<file path="src/rtl/isa_shared.sv">
// Shared definitions for the instruction fetch path.
//   fetch_state_t : fetch sequencer states
//   PC_INCR       : byte distance between consecutive instruction words
package isa_shared;

    typedef enum logic [1:0] {
        BOOT  = 2'd0,
        RUN   = 2'd1,
        DRAIN = 2'd2
    } fetch_state_t;

    localparam int PC_INCR = 4;

endpackage

</file>
<file path="src/rtl/fetch_fifo.sv">
// First-word-fall-through FIFO used for the prefetch buffer and the
// in-order address queue of outstanding requests.
// Ports:
//   clk, rst          clock, asynchronous active-high reset
//   flush             empties the FIFO; push and pop in the same cycle are ignored
//   push, push_data   write an entry (ignored when full unless a pop frees a slot)
//   pop               remove the head entry (ignored when empty)
//   pop_data          head entry, valid whenever empty is low
//   empty, count      occupancy status; count runs 0..DEPTH
module fetch_fifo #(
    parameter int WIDTH = 32,
    parameter int DEPTH = 4
) (
    input  logic                       clk,
    input  logic                       rst,
    input  logic                       flush,
    input  logic                       push,
    input  logic [WIDTH-1:0]           push_data,
    input  logic                       pop,
    output logic [WIDTH-1:0]           pop_data,
    output logic                       empty,
    output logic [$clog2(DEPTH):0]     count
);

    localparam int AW = $clog2(DEPTH);
    localparam int CW = AW + 1;
    localparam logic [CW-1:0] FULL_CNT = CW'(DEPTH);

    logic [WIDTH-1:0] mem [DEPTH];
    logic [AW-1:0]    wr_ptr;
    logic [AW-1:0]    rd_ptr;
    logic [CW-1:0]    cnt;
    logic             do_push;
    logic             do_pop;

    assign do_pop  = pop && (cnt != '0) && !flush;
    // A full FIFO can still accept a push when the head leaves in the same cycle.
    assign do_push = push && ((cnt != FULL_CNT) || do_pop) && !flush;

    always_ff @(posedge clk or posedge rst) begin
        if (rst) begin
            wr_ptr <= '0;
            rd_ptr <= '0;
            cnt    <= '0;
        end else if (flush) begin
            wr_ptr <= '0;
            rd_ptr <= '0;
            cnt    <= '0;
        end else begin
            if (do_push) begin
                wr_ptr <= wr_ptr + AW'(1);
            end
            if (do_pop) begin
                rd_ptr <= rd_ptr + AW'(1);
            end
            if (do_push && !do_pop) begin
                cnt <= cnt + CW'(1);
            end else if (do_pop && !do_push) begin
                cnt <= cnt - CW'(1);
            end
        end
    end

    always_ff @(posedge clk) begin
        if (do_push) begin
            mem[wr_ptr] <= push_data;
        end
    end

    assign pop_data = mem[rd_ptr];
    assign empty    = (cnt == '0);
    assign count    = cnt;

endmodule

</file>
<file path="src/rtl/fetch_unit.sv">
// Instruction fetch unit: issues sequential instruction-memory reads under a
// credit limit, buffers in-order responses with their addresses, and handles
// redirects by flushing the buffer and discarding responses still in flight.
//
//   state | meaning
//   BOOT  | one cycle after reset; no requests, responses ignored
//   RUN   | fetching sequentially from the fetch PC
//   DRAIN | waiting for stale responses of a redirected stream to return
//
// Ports:
//   clk, rst                        clock, asynchronous active-high reset
//   redirect_valid, redirect_pc     PC change request from execute
//   imem_req_valid/addr/ready       instruction-memory read request
//   imem_resp_valid/data            in-order read response
//   inst_valid/data/pc, inst_ready  instruction stream to the next stage
module fetch_unit
    import isa_shared::*;
#(
    parameter int                    DATA_WIDTH = 32,
    parameter int                    DEPTH      = 4,
    parameter logic [DATA_WIDTH-1:0] RESET_PC   = '0
) (
    input  logic                  clk,
    input  logic                  rst,
    input  logic                  redirect_valid,
    input  logic [DATA_WIDTH-1:0] redirect_pc,
    output logic                  imem_req_valid,
    output logic [DATA_WIDTH-1:0] imem_req_addr,
    input  logic                  imem_req_ready,
    input  logic                  imem_resp_valid,
    input  logic [DATA_WIDTH-1:0] imem_resp_data,
    output logic                  inst_valid,
    output logic [DATA_WIDTH-1:0] inst_data,
    output logic [DATA_WIDTH-1:0] inst_pc,
    input  logic                  inst_ready
);

    localparam int CW = $clog2(DEPTH) + 1;
    localparam logic [CW:0] CREDIT_MAX = (CW + 1)'(DEPTH);

    fetch_state_t state, state_next;

    logic [DATA_WIDTH-1:0]   pc, pc_next;
    logic [CW-1:0]           discard, discard_next;
    logic [CW-1:0]           in_flight, in_flight_next;
    logic [CW-1:0]           buf_count;
    logic [CW:0]             credit_used;
    logic                    buf_empty;
    logic                    aq_empty;
    logic [2*DATA_WIDTH-1:0] buf_data;
    logic [DATA_WIDTH-1:0]   resp_pc;
    logic                    redirect;
    logic                    req_ok;
    logic                    fire;
    logic                    resp;
    logic                    drop;
    logic                    keep;
    logic                    pop;

    assign redirect    = redirect_valid && (state != BOOT);
    assign credit_used = {1'b0, in_flight} + {1'b0, buf_count};
    assign req_ok      = (state == RUN) && !redirect_valid && (credit_used < CREDIT_MAX);
    assign fire        = req_ok && imem_req_ready;

    // Responses only count against real outstanding requests; anything seen in
    // BOOT or with nothing in flight belongs to a stream abandoned by reset.
    assign resp = imem_resp_valid && (state != BOOT) && !aq_empty;
    assign drop = resp && (redirect || (discard != '0));
    assign keep = resp && !drop;
    assign pop  = !buf_empty && inst_ready && !redirect;

    always_comb begin
        in_flight_next = in_flight;
        if (fire && !resp) begin
            in_flight_next = in_flight + CW'(1);
        end else if (resp && !fire) begin
            in_flight_next = in_flight - CW'(1);
        end
    end

    always_comb begin
        state_next   = state;
        pc_next      = pc;
        discard_next = discard;

        if (redirect) begin
            pc_next      = redirect_pc & ~DATA_WIDTH'(3);
            // Everything still outstanding after this cycle is from the old stream.
            discard_next = in_flight_next;
        end else begin
            if (fire) begin
                pc_next = pc + DATA_WIDTH'(PC_INCR);
            end
            if (drop) begin
                discard_next = discard - CW'(1);
            end
        end

        case (state)
            BOOT:    state_next = RUN;
            RUN:     if (redirect && (in_flight_next != '0)) state_next = DRAIN;
            DRAIN:   if (discard_next == '0) state_next = RUN;
            default: state_next = BOOT;
        endcase
    end

    always_ff @(posedge clk or posedge rst) begin
        if (rst) begin
            state   <= BOOT;
            pc      <= RESET_PC;
            discard <= '0;
        end else begin
            state   <= state_next;
            pc      <= pc_next;
            discard <= discard_next;
        end
    end

    // The address queue occupancy is the in-flight count: one entry per
    // accepted request, removed when its response returns.
    fetch_fifo #(
        .WIDTH (DATA_WIDTH),
        .DEPTH (DEPTH)
    ) u_addr_q (
        .clk       (clk),
        .rst       (rst),
        .flush     (1'b0),
        .push      (fire),
        .push_data (pc),
        .pop       (resp),
        .pop_data  (resp_pc),
        .empty     (aq_empty),
        .count     (in_flight)
    );

    fetch_fifo #(
        .WIDTH (2 * DATA_WIDTH),
        .DEPTH (DEPTH)
    ) u_inst_buf (
        .clk       (clk),
        .rst       (rst),
        .flush     (redirect),
        .push      (keep),
        .push_data ({resp_pc, imem_resp_data}),
        .pop       (pop),
        .pop_data  (buf_data),
        .empty     (buf_empty),
        .count     (buf_count)
    );

    assign imem_req_valid = req_ok;
    assign imem_req_addr  = req_ok ? pc : '0;
    assign inst_valid     = !buf_empty;
    assign inst_data      = buf_empty ? '0 : buf_data[DATA_WIDTH-1:0];
    assign inst_pc        = buf_empty ? '0 : buf_data[2*DATA_WIDTH-1:DATA_WIDTH];

endmodule

</file>
<file path="config.mk">
export PLATFORM = sky130hd
export DESIGN_NAME = fetch_unit
export DESIGN_NICKNAME = d
export VERILOG_FILES = /design/src/rtl/isa_shared.sv /design/src/rtl/fetch_fifo.sv /design/src/rtl/fetch_unit.sv
export SDC_FILE = /design/constraint.sdc
export NUM_CORES = 1
export LEC_CHECK = 0
export ABC_AREA = 1
export CAP_MARGIN = 20
export CORE_MARGIN = 5
export CORE_UTILIZATION = 45
export DETAILED_ROUTE_END_ITERATION = 12
export GPL_ROUTABILITY_DRIVEN = 0
export PLACE_DENSITY = 0.66
export SETUP_SLACK_MARGIN = 0.4
export SLEW_MARGIN = 0
export SYNTH_ARGS = -nofsm -noshare
export SYNTH_HDL_FRONTEND = slang
export SYNTH_SLANG_ARGS = --single-unit
</file>
<file path="constraint.sdc">
create_clock -name clk -period 4.2 [get_ports clk]
set_input_delay 0.84 -clock clk [delete_from_list [all_inputs] [get_ports clk]]
set_output_delay 0.84 -clock clk [all_outputs]
set_load 0.005 [all_outputs]
</file>
==> impl_metrics.prom <==
# TYPE chip_impl_metric gauge
chip_impl_info{name="worstHoldStart",value="u_addr_q.wr_ptr[0]"} 1
chip_impl_metric{name="drv_slew",unit=""} 0
chip_impl_metric{name="cp_data_required_time",unit="ns"} 3.36
chip_impl_metric{name="routed_wirelength",unit="um"} 40300
chip_impl_metric{name="full_die_area",unit="um2"} 42900
chip_impl_metric{name="worst_slew_pin_slew",unit="ns"} 0.936
chip_impl_metric{name="pin_count",unit=""} 168
chip_impl_metric{name="synthSimpleGateAreaFrac",unit="%"} 12.9
chip_impl_info{name="hp-class",value="reg2reg"} 1
chip_impl_metric{name="final.min_clock_period",unit="ns"} 3.57
chip_impl_info{name="worst_r2r_start",value="u_inst_buf.count[0]"} 1
chip_impl_metric{name="dpl.hpwl",unit="um"} 23900
chip_impl_info{name="timing.setup.critical_path_class",value="reg2out"} 1
chip_impl_info{name="critPathCaptureType",value="output pin"} 1
chip_impl_metric{name="syn_avg_cell_area",unit="um2"} 11.4
chip_impl_metric{name="vias_per_cell",unit=""} 5.28
chip_impl_metric{name="place_worst_setup_slack",unit="ns"} 0.449
chip_impl_info{name="critical_path.startpoint_type",value="flop"} 1
chip_impl_metric{name="grt_use_total",unit="%"} 18.1
chip_impl_metric{name="initial_antenna_violation_count",unit=""} 0
chip_impl_metric{name="first_global_vias",unit=""} 11482
chip_impl_metric{name="detailedRoute.firstIterationViolations",unit=""} 858
chip_impl_metric{name="post-place-cells",unit=""} 2162
chip_impl_info{name="crit_start",value="u_inst_buf.rd_ptr[0]"} 1
chip_impl_metric{name="synth-adder-area-share",unit="%"} 1.33
chip_impl_metric{name="synth_area_in_xor_xnor",unit="%"} 0.752
chip_impl_metric{name="global_route.overflow_total",unit=""} 0
chip_impl_metric{name="cts_inserted_buffers",unit=""} 44
chip_impl_metric{name="drt-pass1-iter-count",unit=""} 5
chip_impl_metric{name="slew_headroom",unit="%"} 37.6
chip_impl_metric{name="setup_slack",unit="ns"} 0.634
chip_impl_metric{name="clk_latency",unit="ns"} 0.53
chip_impl_metric{name="synthesis.instances",unit=""} 1538
chip_impl_metric{name="nFillCells",unit=""} 3271
chip_impl_metric{name="power_leakage",unit="nW"} 7.48
chip_impl_metric{name="synth.area.mux_share",unit="%"} 0
chip_impl_info{name="timing.critical_path.slowest_stage_cell",value="sky130_fd_sc_hd__clkdlybuf4s50_1"} 1
chip_impl_metric{name="area.growth.synth_to_final",unit="%"} 21.9
chip_impl_metric{name="io_buffer_count",unit=""} 161
chip_impl_metric{name="ctsLongestPathBuffers",unit=""} 3
chip_impl_metric{name="die_height",unit="um"} 207
chip_impl_metric{name="synth_compound_gate_area_share",unit="%"} 10.9
chip_impl_info{name="outcome",value="complete, no violations"} 1
chip_impl_metric{name="drc_violations",unit=""} 0
chip_impl_metric{name="total_power",unit="mW"} 14.9
chip_impl_metric{name="cap_violations",unit=""} 0
chip_impl_metric{name="grt_max_degree",unit=""} 126
chip_impl_metric{name="critPathMaxFanout",unit=""} 34
chip_impl_metric{name="power.ir.vdd_worst",unit="V"} 0.000375
chip_impl_metric{name="p_per_area",unit="nW/um2"} 700
chip_impl_metric{name="arrival",unit="ns"} 2.73
chip_impl_metric{name="area_of_the_core_region",unit="um2"} 38600
chip_impl_metric{name="chipWidth",unit="um"} 207
chip_impl_metric{name="setup_violation_total_in_the_final_timing_report",unit=""} 0
chip_impl_info{name="crit_chain",value="clkinv_2 -> buf_4 -> o21ai_0 -> a21oi_1 -> clkdlybuf4s50_1"} 1
chip_impl_metric{name="skew",unit="ns"} 0.0144
chip_impl_metric{name="synth_seq_cells",unit=""} 417
chip_impl_metric{name="yosys_warnings",unit=""} 0
chip_impl_metric{name="finish.net_count",unit=""} 1782
chip_impl_metric{name="final_cell_count_no_fill",unit=""} 2246
chip_impl_info{name="rsz_0062_raised_after_global_routing",value="false"} 1
chip_impl_info{name="cts_tree",value="yes"} 1
chip_impl_metric{name="post-route-period-util",unit="%"} 84.9
chip_impl_metric{name="postCtsHoldBufs",unit=""} 0
chip_impl_metric{name="max_stage_delay",unit="ns"} 0.57
chip_impl_metric{name="cts.clk_slew.worst_paths",unit="ns"} 0.06
chip_impl_metric{name="num_vias",unit=""} 11862
chip_impl_metric{name="cts-htree-levels",unit=""} 2
chip_impl_info{name="synth_top_family_by_area",value="simple AND/OR/NAND/NOR gates"} 1
chip_impl_metric{name="hold_viol_final",unit=""} 0
chip_impl_metric{name="routed_wire_length_per_instance",unit="um"} 17.9
chip_impl_metric{name="synth_sequential_area_ratio",unit="%"} 70.3
chip_impl_metric{name="post-route-cell-area",unit="um2"} 21300
chip_impl_metric{name="worst_hold_slack",unit="ns"} 0.532
chip_impl_info{name="cts_root_buffer",value="sky130_fd_sc_hd__clkbuf_16"} 1
chip_impl_metric{name="wire_length_of_the_first_global_routing_pass",unit="um"} 63300
chip_impl_metric{name="clock.fmax",unit="GHz"} 0.280
chip_impl_metric{name="initial_core_util",unit="%"} 45.3
chip_impl_metric{name="final_layout_size_suffix_gt1_share",unit="%"} 7.30
chip_impl_metric{name="floorplan_row_count",unit=""} 72
chip_impl_metric{name="synthDistinctLibCells",unit=""} 41
chip_impl_metric{name="antenna_violating_nets_post_route",unit=""} 0
chip_impl_metric{name="synth.cell_area",unit="um2"} 17500
chip_impl_metric{name="post_dp_cell_area",unit="um2"} 19800
chip_impl_metric{name="clock-sinks",unit=""} 417
placed cells by master, fill, tap and decap left out, drive strengths merged, types with 17 or more instances in the layout:
master           n
edfxtp         368
clkdlybuf4s50  161
a21oi           74
inv             84
buf             30
dfrtp           49
o22ai           38
nand2           88
o21ai          222
ha              17
nor3            17
nand3           33
nor2           404
clkbuf          59
worst max-delay path, delay by kind of cell, from the launching register on:
kind	cells	cell delay (ns)
flops	1	0.49
buf+inv	3	1.26
compound gates	2	0.42
sequential cells by signal (all words and copies together), names as in the netlist:
register,count
u_inst_buf.rd_ptr,2
state,2
u_addr_q.rd_ptr,2
u_addr_q.wr_ptr,2
u_addr_q.mem,120
u_inst_buf.wr_ptr,2
u_addr_q.count,3
pc,30
discard,3
u_inst_buf.mem,248
u_inst_buf.count,3
cells by family (layout without fill, tap and decap cells):
family / after synthesis / in the layout
simple gates: 557 / 557
other cells: 1 / 5
fa+ha+maj: 18 / 18
compound gates: 359 / 359
flops: 417 / 417
xor+xnor: 15 / 15
buf+inv: 171 / 357
synthesized netlist by cell type:
| master | count | area (um2) |
|---|---|---|
| sky130_fd_sc_hd__nor2_1 | 402 | 1510 |
| sky130_fd_sc_hd__edfxtp_1 | 368 | 11100 |
| sky130_fd_sc_hd__o21ai_0 | 216 | 1080 |
| sky130_fd_sc_hd__nand2_1 | 86 | 323 |
| sky130_fd_sc_hd__inv_1 | 76 | 285 |
| sky130_fd_sc_hd__a21oi_1 | 74 | 370 |
| sky130_fd_sc_hd__clkbuf_1 | 60 | 225 |
| sky130_fd_sc_hd__dfrtp_1 | 49 | 1230 |
| sky130_fd_sc_hd__o22ai_1 | 38 | 238 |
| sky130_fd_sc_hd__nand3_1 | 31 | 155 |
| sky130_fd_sc_hd__ha_1 | 17 | 213 |
| sky130_fd_sc_hd__nor3_1 | 15 | 75.1 |
| sky130_fd_sc_hd__buf_1 | 13 | 48.8 |
| sky130_fd_sc_hd__xor2_1 | 12 | 105 |
| sky130_fd_sc_hd__nand4_1 | 10 | 62.6 |
| sky130_fd_sc_hd__a31oi_1 | 9 | 56.3 |
| sky130_fd_sc_hd__inv_2 | 9 | 33.8 |
| sky130_fd_sc_hd__o211ai_1 | 8 | 60.1 |
| sky130_fd_sc_hd__buf_2 | 7 | 35.0 |
| sky130_fd_sc_hd__o21ai_1 | 6 | 30.0 |
| sky130_fd_sc_hd__buf_4 | 5 | 37.5 |
| sky130_fd_sc_hd__xnor2_1 | 3 | 26.3 |
| sky130_fd_sc_hd__a32oi_1 | 2 | 17.5 |
| sky130_fd_sc_hd__and3_1 | 2 | 12.5 |
| sky130_fd_sc_hd__nand2_2 | 2 | 12.5 |
| sky130_fd_sc_hd__nand3_2 | 2 | 20.0 |
| sky130_fd_sc_hd__nor3_4 | 2 | 32.5 |
| sky130_fd_sc_hd__a211oi_1 | 1 | 7.51 |
| sky130_fd_sc_hd__a221oi_1 | 1 | 8.76 |
| sky130_fd_sc_hd__a22oi_1 | 1 | 7.51 |
| sky130_fd_sc_hd__a311oi_1 | 1 | 8.76 |
| sky130_fd_sc_hd__a41oi_1 | 1 | 8.76 |
| sky130_fd_sc_hd__clkinv_1 | 1 | 3.75 |
| sky130_fd_sc_hd__conb_1 | 1 | 3.75 |
| sky130_fd_sc_hd__fa_1 | 1 | 20.0 |
| sky130_fd_sc_hd__nor2_2 | 1 | 6.26 |
| sky130_fd_sc_hd__nor2_8 | 1 | 20.0 |
| sky130_fd_sc_hd__nor3b_1 | 1 | 7.51 |
| sky130_fd_sc_hd__nor3b_2 | 1 | 12.5 |
| sky130_fd_sc_hd__nor4_1 | 1 | 6.26 |
| sky130_fd_sc_hd__o31ai_1 | 1 | 7.51 |
path summary, 6_finish.rpt:
check                                      end  cells after the start  slack [ns]
max                                inst_pc[10]                      5        0.63
min                         u_addr_q.wr_ptr[0]                      1        0.53
max reg2reg                u_inst_buf.count[2]                     13        1.38
min reg2reg                 u_addr_q.wr_ptr[0]                      1        0.53
max in group asynchronous               pc[29]                      3        3.12
min in group asynchronous  u_inst_buf.count[2]                      2        0.58
layer usage:
metal | GRT usage, % | part of all wire [%] | up-vias
li1 | - | - | 5719
met1 | 26.2 | 45 | 5711
met2 | 28.7 | 47 | 364
met3 | 3.46 | 6.0 | 68
met4 | 4.47 | 2.3 | 0
met5 | 0 | 0 | -
power breakdown:
part / total [mW] / internal (mW) / switching, mW
registers: 5.77 / 5.28 / 0.491
clock network: 3.89 / 2.39 / 1.50
logic: 5.25 / 2.10 / 3.14
final cells by class:
type	count	area, um2	share of cell area, %
sequential	417	12300	57.7
multi-input combinational	953	4590	21.5
timing repair buffer	191	1970	9.27
clock buffer	59	1210	5.68
tap	518	648	3.04
inverter	86	330	1.55
clock inverter	20	256	1.20
timing repair inverter	1	7.51	0.0352
antenna	1	2.50	0.0117
per-stage QoR:
| step | TNS, ns | utilization (%) |
|---|---|---|
| floorplan | -71.76 | - |
| global placement | 0 | 51.3 |
| detailed placement | 0 | 51.3 |
| CTS | 0 | 55.1 |
| global route | 0 | 55.2 |
| finish | 0 | 55.2 |
timing repair:
item,4_1_cts,5_1_grt
gates resized for setup,0,8
hold endpoints to repair,0,0
endpoints found under the setup margin,0,36
setup buffers,0,2
Power figures use the tool's default switching activity.
